**src/rtl/divu_pkg.sv**
```systemverilog
// Shared types and constants for the iterative unsigned divider.
// Optional build macro: DIVU_FAST_ZERO_EN (see divu.sv).
package divu_pkg;

    localparam int DIVU_WIDTH = 32;

    function automatic int cnt_w(input int w);
        return $clog2(w) + 1;
    endfunction

    localparam int CNT_W = cnt_w(DIVU_WIDTH);

    typedef enum logic {
        IDLE = 1'b0,
        RUN  = 1'b1
    } state_e;

endpackage

```
**src/rtl/divu_step.sv**
```systemverilog
// One combinational restoring-division step: shift the next dividend bit into
// the partial remainder, subtract the divisor when it fits, record the quotient bit.
module divu_step #(
    parameter int W = 32
) (
    input  logic [W-1:0] rem_i,
    input  logic [W-1:0] wq_i,
    input  logic [W-1:0] div_i,
    output logic [W-1:0] rem_o,
    output logic [W-1:0] wq_o
);

    logic [W:0] shl;
    logic [W:0] diff;
    logic       fits;

    // The partial remainder can reach 2*div-1, so the compare needs one extra bit.
    assign shl   = {rem_i, wq_i[W-1]};
    assign diff  = shl - {1'b0, div_i};
    assign fits  = (shl >= {1'b0, div_i});
    assign rem_o = fits ? diff[W-1:0] : shl[W-1:0];
    assign wq_o  = {wq_i[W-2:0], fits};

endmodule

```
**src/rtl/divu.sv**
```systemverilog
// Iterative unsigned divider: one restoring step per clock, WIDTH steps per result.
// Define DIVU_FAST_ZERO_EN to answer a zero divisor on the acceptance edge.
module divu
    import divu_pkg::*;
#(
    parameter int WIDTH = DIVU_WIDTH
) (
    input  logic             clk,
    input  logic             reset,
    input  logic             start,
    input  logic [WIDTH-1:0] a,
    input  logic [WIDTH-1:0] b,
    output logic [WIDTH-1:0] q,
    output logic [WIDTH-1:0] r,
    output logic             busy,
    output logic             done,
    output logic             dz
);

    localparam int              CW   = cnt_w(WIDTH);
    localparam logic [CW-1:0]   LAST = CW'(WIDTH - 1);

    state_e           state_q;
    logic [CW-1:0]    cnt_q;
    logic [WIDTH-1:0] rem_q, wq_q, div_q;
    logic [WIDTH-1:0] rem_d, wq_d;
    logic [WIDTH-1:0] q_q, r_q;
    logic             busy_q, done_q, dz_q;

    divu_step #(.W(WIDTH)) u_step (
        .rem_i (rem_q),
        .wq_i  (wq_q),
        .div_i (div_q),
        .rem_o (rem_d),
        .wq_o  (wq_d)
    );

    always_ff @(posedge clk or negedge reset) begin
        if (!reset) begin
            state_q <= IDLE;
            cnt_q   <= '0;
            rem_q   <= '0;
            wq_q    <= '0;
            div_q   <= '0;
            q_q     <= '0;
            r_q     <= '0;
            busy_q  <= 1'b0;
            done_q  <= 1'b0;
            dz_q    <= 1'b0;
        end else begin
            done_q <= 1'b0;
            case (state_q)
                IDLE: begin
                    if (start) begin
`ifdef DIVU_FAST_ZERO_EN
                        if (b == '0) begin
                            // Same answer the full iteration would give, without the wait.
                            q_q    <= '1;
                            r_q    <= a;
                            dz_q   <= 1'b1;
                            done_q <= 1'b1;
                        end else begin
                            wq_q    <= a;
                            div_q   <= b;
                            rem_q   <= '0;
                            cnt_q   <= '0;
                            busy_q  <= 1'b1;
                            state_q <= RUN;
                        end
`else
                        wq_q    <= a;
                        div_q   <= b;
                        rem_q   <= '0;
                        cnt_q   <= '0;
                        busy_q  <= 1'b1;
                        state_q <= RUN;
`endif
                    end
                end
                RUN: begin
                    rem_q <= rem_d;
                    wq_q  <= wq_d;
                    cnt_q <= cnt_q + 1'b1;
                    if (cnt_q == LAST) begin
                        q_q     <= wq_d;
                        r_q     <= rem_d;
                        dz_q    <= (div_q == '0);
                        done_q  <= 1'b1;
                        busy_q  <= 1'b0;
                        state_q <= IDLE;
                    end
                end
                default: state_q <= IDLE;
            endcase
        end
    end

    assign q    = q_q;
    assign r    = r_q;
    assign busy = busy_q;
    assign done = done_q;
    assign dz   = dz_q;

endmodule

```
**config.mk**
```make
export PLATFORM = sky130hd
export DESIGN_NAME = divu
export DESIGN_NICKNAME = d
export VERILOG_FILES = /design/src/rtl/divu_pkg.sv /design/src/rtl/divu_step.sv /design/src/rtl/divu.sv
export SDC_FILE = /design/constraint.sdc
export NUM_CORES = 1
export LEC_CHECK = 0
export BUFFER_PORTS_ARGS = -buffer_cell sky130_fd_sc_hd__clkbuf_2
export CAP_MARGIN = 25
export CORE_MARGIN = 1.5
export CORE_UTILIZATION = 60
export DETAILED_ROUTE_END_ITERATION = 8
export PLACE_DENSITY_LB_ADDON = 0.2
export SKIP_CTS_REPAIR_TIMING = 1
export SYNTH_ARGS = -nofsm -noshare
export SYNTH_HDL_FRONTEND = slang
export SYNTH_SLANG_ARGS = --single-unit
```
**constraint.sdc**
```tcl
create_clock -name clk -period 4.65 [get_ports clk]
set_clock_uncertainty 0.1 [all_clocks]
set_input_delay 0 -clock clk [delete_from_list [all_inputs] [get_ports clk]]
set_output_delay 0 -clock clk [all_outputs]
set_load 0.01 [all_outputs]
```
==> metrics.md <==
| Metric | Value |
|---|---|
| Final worst path period share | 72.7% |
| CP arrival | 3.55 ns |
| Clk pin slew, worst setup/hold paths | 0.07 ns |
| Post-synthesis net count | 1072 |
| DRT iter0 DRCs | 422 |
| Ys Warns | 0 |
| GRT Residual Overflow | 0 |
| Finish-stage setup viols | 0 |
| Die width | 126 µm |
| DR vias | 7625 |
| Core box area | 14600 µm² |
| Met1 usage | 39.1% |
| CP Launch Type | flop |
| Pin count of the biggest net entering global routing | 92 |
| Fin. Hold Viols | 0 |
| Fin nets | 1245 |
| Clk Latency, worst-skew pair | 0.44 ns |
| Final wirelength | 23.3 mm |
| Type of destination of the critical path | flop |
| Kind of critical path | reg -> reg |
| Max Buffers Root-to-Sink | 2 |
| Number of synthesized flops with an enable pin | 0 |
| GRT Resource Usage Total | 28.8% |
| Routed len/inst | 17.4 µm |
| Asr flop ratio synth | 100% |
| Peak supply drop | 0.418 mV |
| Req. time, crit path | 4.82 ns |
| CTS sink cnt | 170 |
| Worst Slack Setup Final | 1.27 ns |
| Total CTS buffers | 17 |
| Mux cell area share after synthesis | 9.99% |
| Met2 Usage GRT | 47.3% |
| Compound-cell area share of the yosys netlist | 14.7% |
| Max Cap Viol | 0 |
| Synth Register Bits | 170 |
| Starting Density | 62.0% |
| Setup WS pre-CTS | 1.35 ns |
| Register area share after synthesis | 46.8% |
| Total Neg Setup Slack | 0 ns |
| Worst-margin pin slew | 0.977 ns |
| Syn Std Cell Area | 9080 µm² |
| Vias in the first global route | 7212 |
| P&R area growth vs syn | 21.2% |
| Row count | 44 |
| Leak pwr | 5.71 nW |
| Post-Synth XOR/XNOR Area | 2.70% |
| Ys flop type | dfrtp_1 |
| I/O Pins | 134 |
| IO Port Bufs | 133 |
| Die Span Y | 126 µm |
| DRT Pass-1 Iters | 7 |
| DR vias/cell | 5.69 |
| Clk root buf | clkbuf_16 |
| Adder-Cell Fraction of Synth Area | 4.77% |
| Top Usage Layer GRT | met2 |
| Worst slew margin | 34.8% |
| CTS tree | done |
| Main combinational cell family by area after synthesis | simple AND/OR/NAND/NOR gates |
| Critical path peak fanout | 16 |
| PwrDens | 861 nW/µm² |
| DRC viols | 6 |
| Avg Cell Area, Syn | 9.35 µm² |
| Fin. max-slew vios | 0 |
| RSZ-0062 raised after global routing | false |
| RD Place Congestion | 0.910 |
| Initial antenna violation count | 0 |
| Unique cell type count in the Yosys netlist | 72 |
| Antenna Cells | 0 |
| H-tree levels | 4 |
| FMAX | 296 MHz |
| Min-delay worst type | in -> reg |
| Grt met3 use | 5.95% |
| Final ANT Viol Nets | 0 |
| Share of cells above drive strength 1 | 17.3% |
| Worst R2R Setup Slack | 1.27 ns |
| Final HPWL DP | 15.4 mm |
| Die area | 15900 µm² |
| Status | finished, violations left |
| First-pass GRT wire length | 36.1 mm |
| Violated checks | design-rule violations |
| Post-Synth Simple-Gate Area | 16.2% |
| Mapped Cells | 971 |
| Post-layout min period | 3.38 ns |
[final timing paths]
check / to / cells past startpoint / from
setup reg to reg: rem_q[9] / 10 / rem_q[5]
hold reg to reg: q[6] / 2 / q[6]
min in group asynchronous: div_q[11] / 2 / reset
hold / removal: rem_q[16] / 4 / start
setup / recovery: rem_q[9] / 10 / rem_q[5]
max in group asynchronous: div_q[4] / 3 / reset
[through the flow]
stage	cell area [µm²]	utilization (%)	cells	hold WS, ns	total power (W)
final	11000	75.2	1341	0.0368	0.00947
after global routing	11000	75.2	1341	0.0543	0.0102
after CTS	10400	70.7	1276	-0.469	0.00938
after detailed placement	9790	66.9	1244	-0.00537	0.00798
after global placement	9790	66.9	1244	-0.00666	0.00781
after floorplan	9080	-	971	-0.396	0.00670
[layout make-up]
class | instances | area, µm²
Clock buffer | 19 | 453
Clock inverter | 13 | 113
Fill cell | 1074 | 3640
Inverter | 45 | 169
Multi-Input combinational cell | 704 | 4400
Sequential cell | 170 | 4260
Tap cell | 184 | 230
Timing Repair Buffer | 206 | 1380
[where the power goes]
group | total [W] | leakage, nW | switching, W | internal (W)
clock | 0.00137 | 0.277 | 0.000646 | 0.000727
combinational | 0.00536 | 3.36 | 0.00314 | 0.00221
sequential | 0.00275 | 2.08 | 0.000540 | 0.00221
[critical path: stages (launching register included)]
cell	delay, ns
dfrtp_1	0.39
ha_1	0.41
o21ai_0	0.19
a211oi_1	0.33
o21ai_2	0.14
a211oi_4	0.28
nor3_2	0.11
o21ai_4	0.50
buf_4	0.31
mux2i_1	0.30
mux2i_1	0.15
[cells in the mapped netlist (all sizes together), types with 2 or more instances]
library cell | number | area, µm²
a211oi | 6 | 67.6
a21oi | 31 | 166
mux2 | 4 | 56.3
nor4 | 10 | 77.6
inv | 45 | 169
nand3 | 13 | 70.1
a31oi | 4 | 25.0
and3 | 7 | 43.8
nor3b | 4 | 30.0
nand4 | 8 | 56.3
nor2 | 24 | 90.1
buf | 17 | 136
xor2 | 13 | 114
o21ai | 120 | 616
nor3 | 9 | 50.1
nand2b | 5 | 31.3
and2 | 2 | 12.5
a211o | 2 | 17.5
o211a | 2 | 20.0
o32ai | 3 | 26.3
nor4b | 2 | 23.8
xnor2 | 15 | 131
a31o | 3 | 26.3
ha | 33 | 413
a221oi | 2 | 23.8
o211ai | 4 | 35.0
clkbuf | 35 | 131
o21a | 4 | 30.0
dfrtp | 170 | 4250
mux2i | 85 | 851
nand2 | 247 | 930
o31ai | 5 | 37.5
a21o | 13 | 97.6
a21boi | 5 | 37.5
o21bai | 3 | 22.5
nor2b | 2 | 12.5
[state kept, by name (all words and copies together), names as in the netlist]
signal,flops
div_q,32
q,32
r,32
rem_q,32
wq_q,32
cnt_q,6
busy,1
done,1
dz,1
state_q,1
[layer usage]
metal	share of wire, %	up-vias
li1	-	3673
met1	44	3714
met2	50	209
met3	4.7	29
met4	1.5	0
met5	0	-
[layout by cell type (no fill, tap or decap), drive strengths merged, types with 4 or more instances in the layout]
cell         netlist  final
a21boi             5      5
clkinv             0      6
buf               17      9
nor3               9      9
nor4              10     10
ha                33     33
nand2            247    247
clkbuf            35    151
and3               7      7
nor2              24     24
nand2b             5      5
nand3             13     13
a21oi             31     31
xnor2             15     15
dlygate4sd3        0     65
o31ai              5      5
xor2              13     13
a21o              13     13
inv               45     50
mux2               4      4
a31oi              4      4
nand4              8      8
o211ai             4      4
o21a               4      4
nor3b              4      4
dfrtp            170    170
mux2i             85     85
a211oi             6      6
o21ai            120    120
[cells by family after synthesis]
logic type	count (synthesis)
AO/OA/AOI/OAI	215
buffers and inverters	97
AND/OR/NAND/NOR	338
multiplexers	89
flip-flops	170
adder cells (fa/ha/maj)	34
XOR/XNOR	28
No activity file was read; power rests on OpenSTA's default activity.
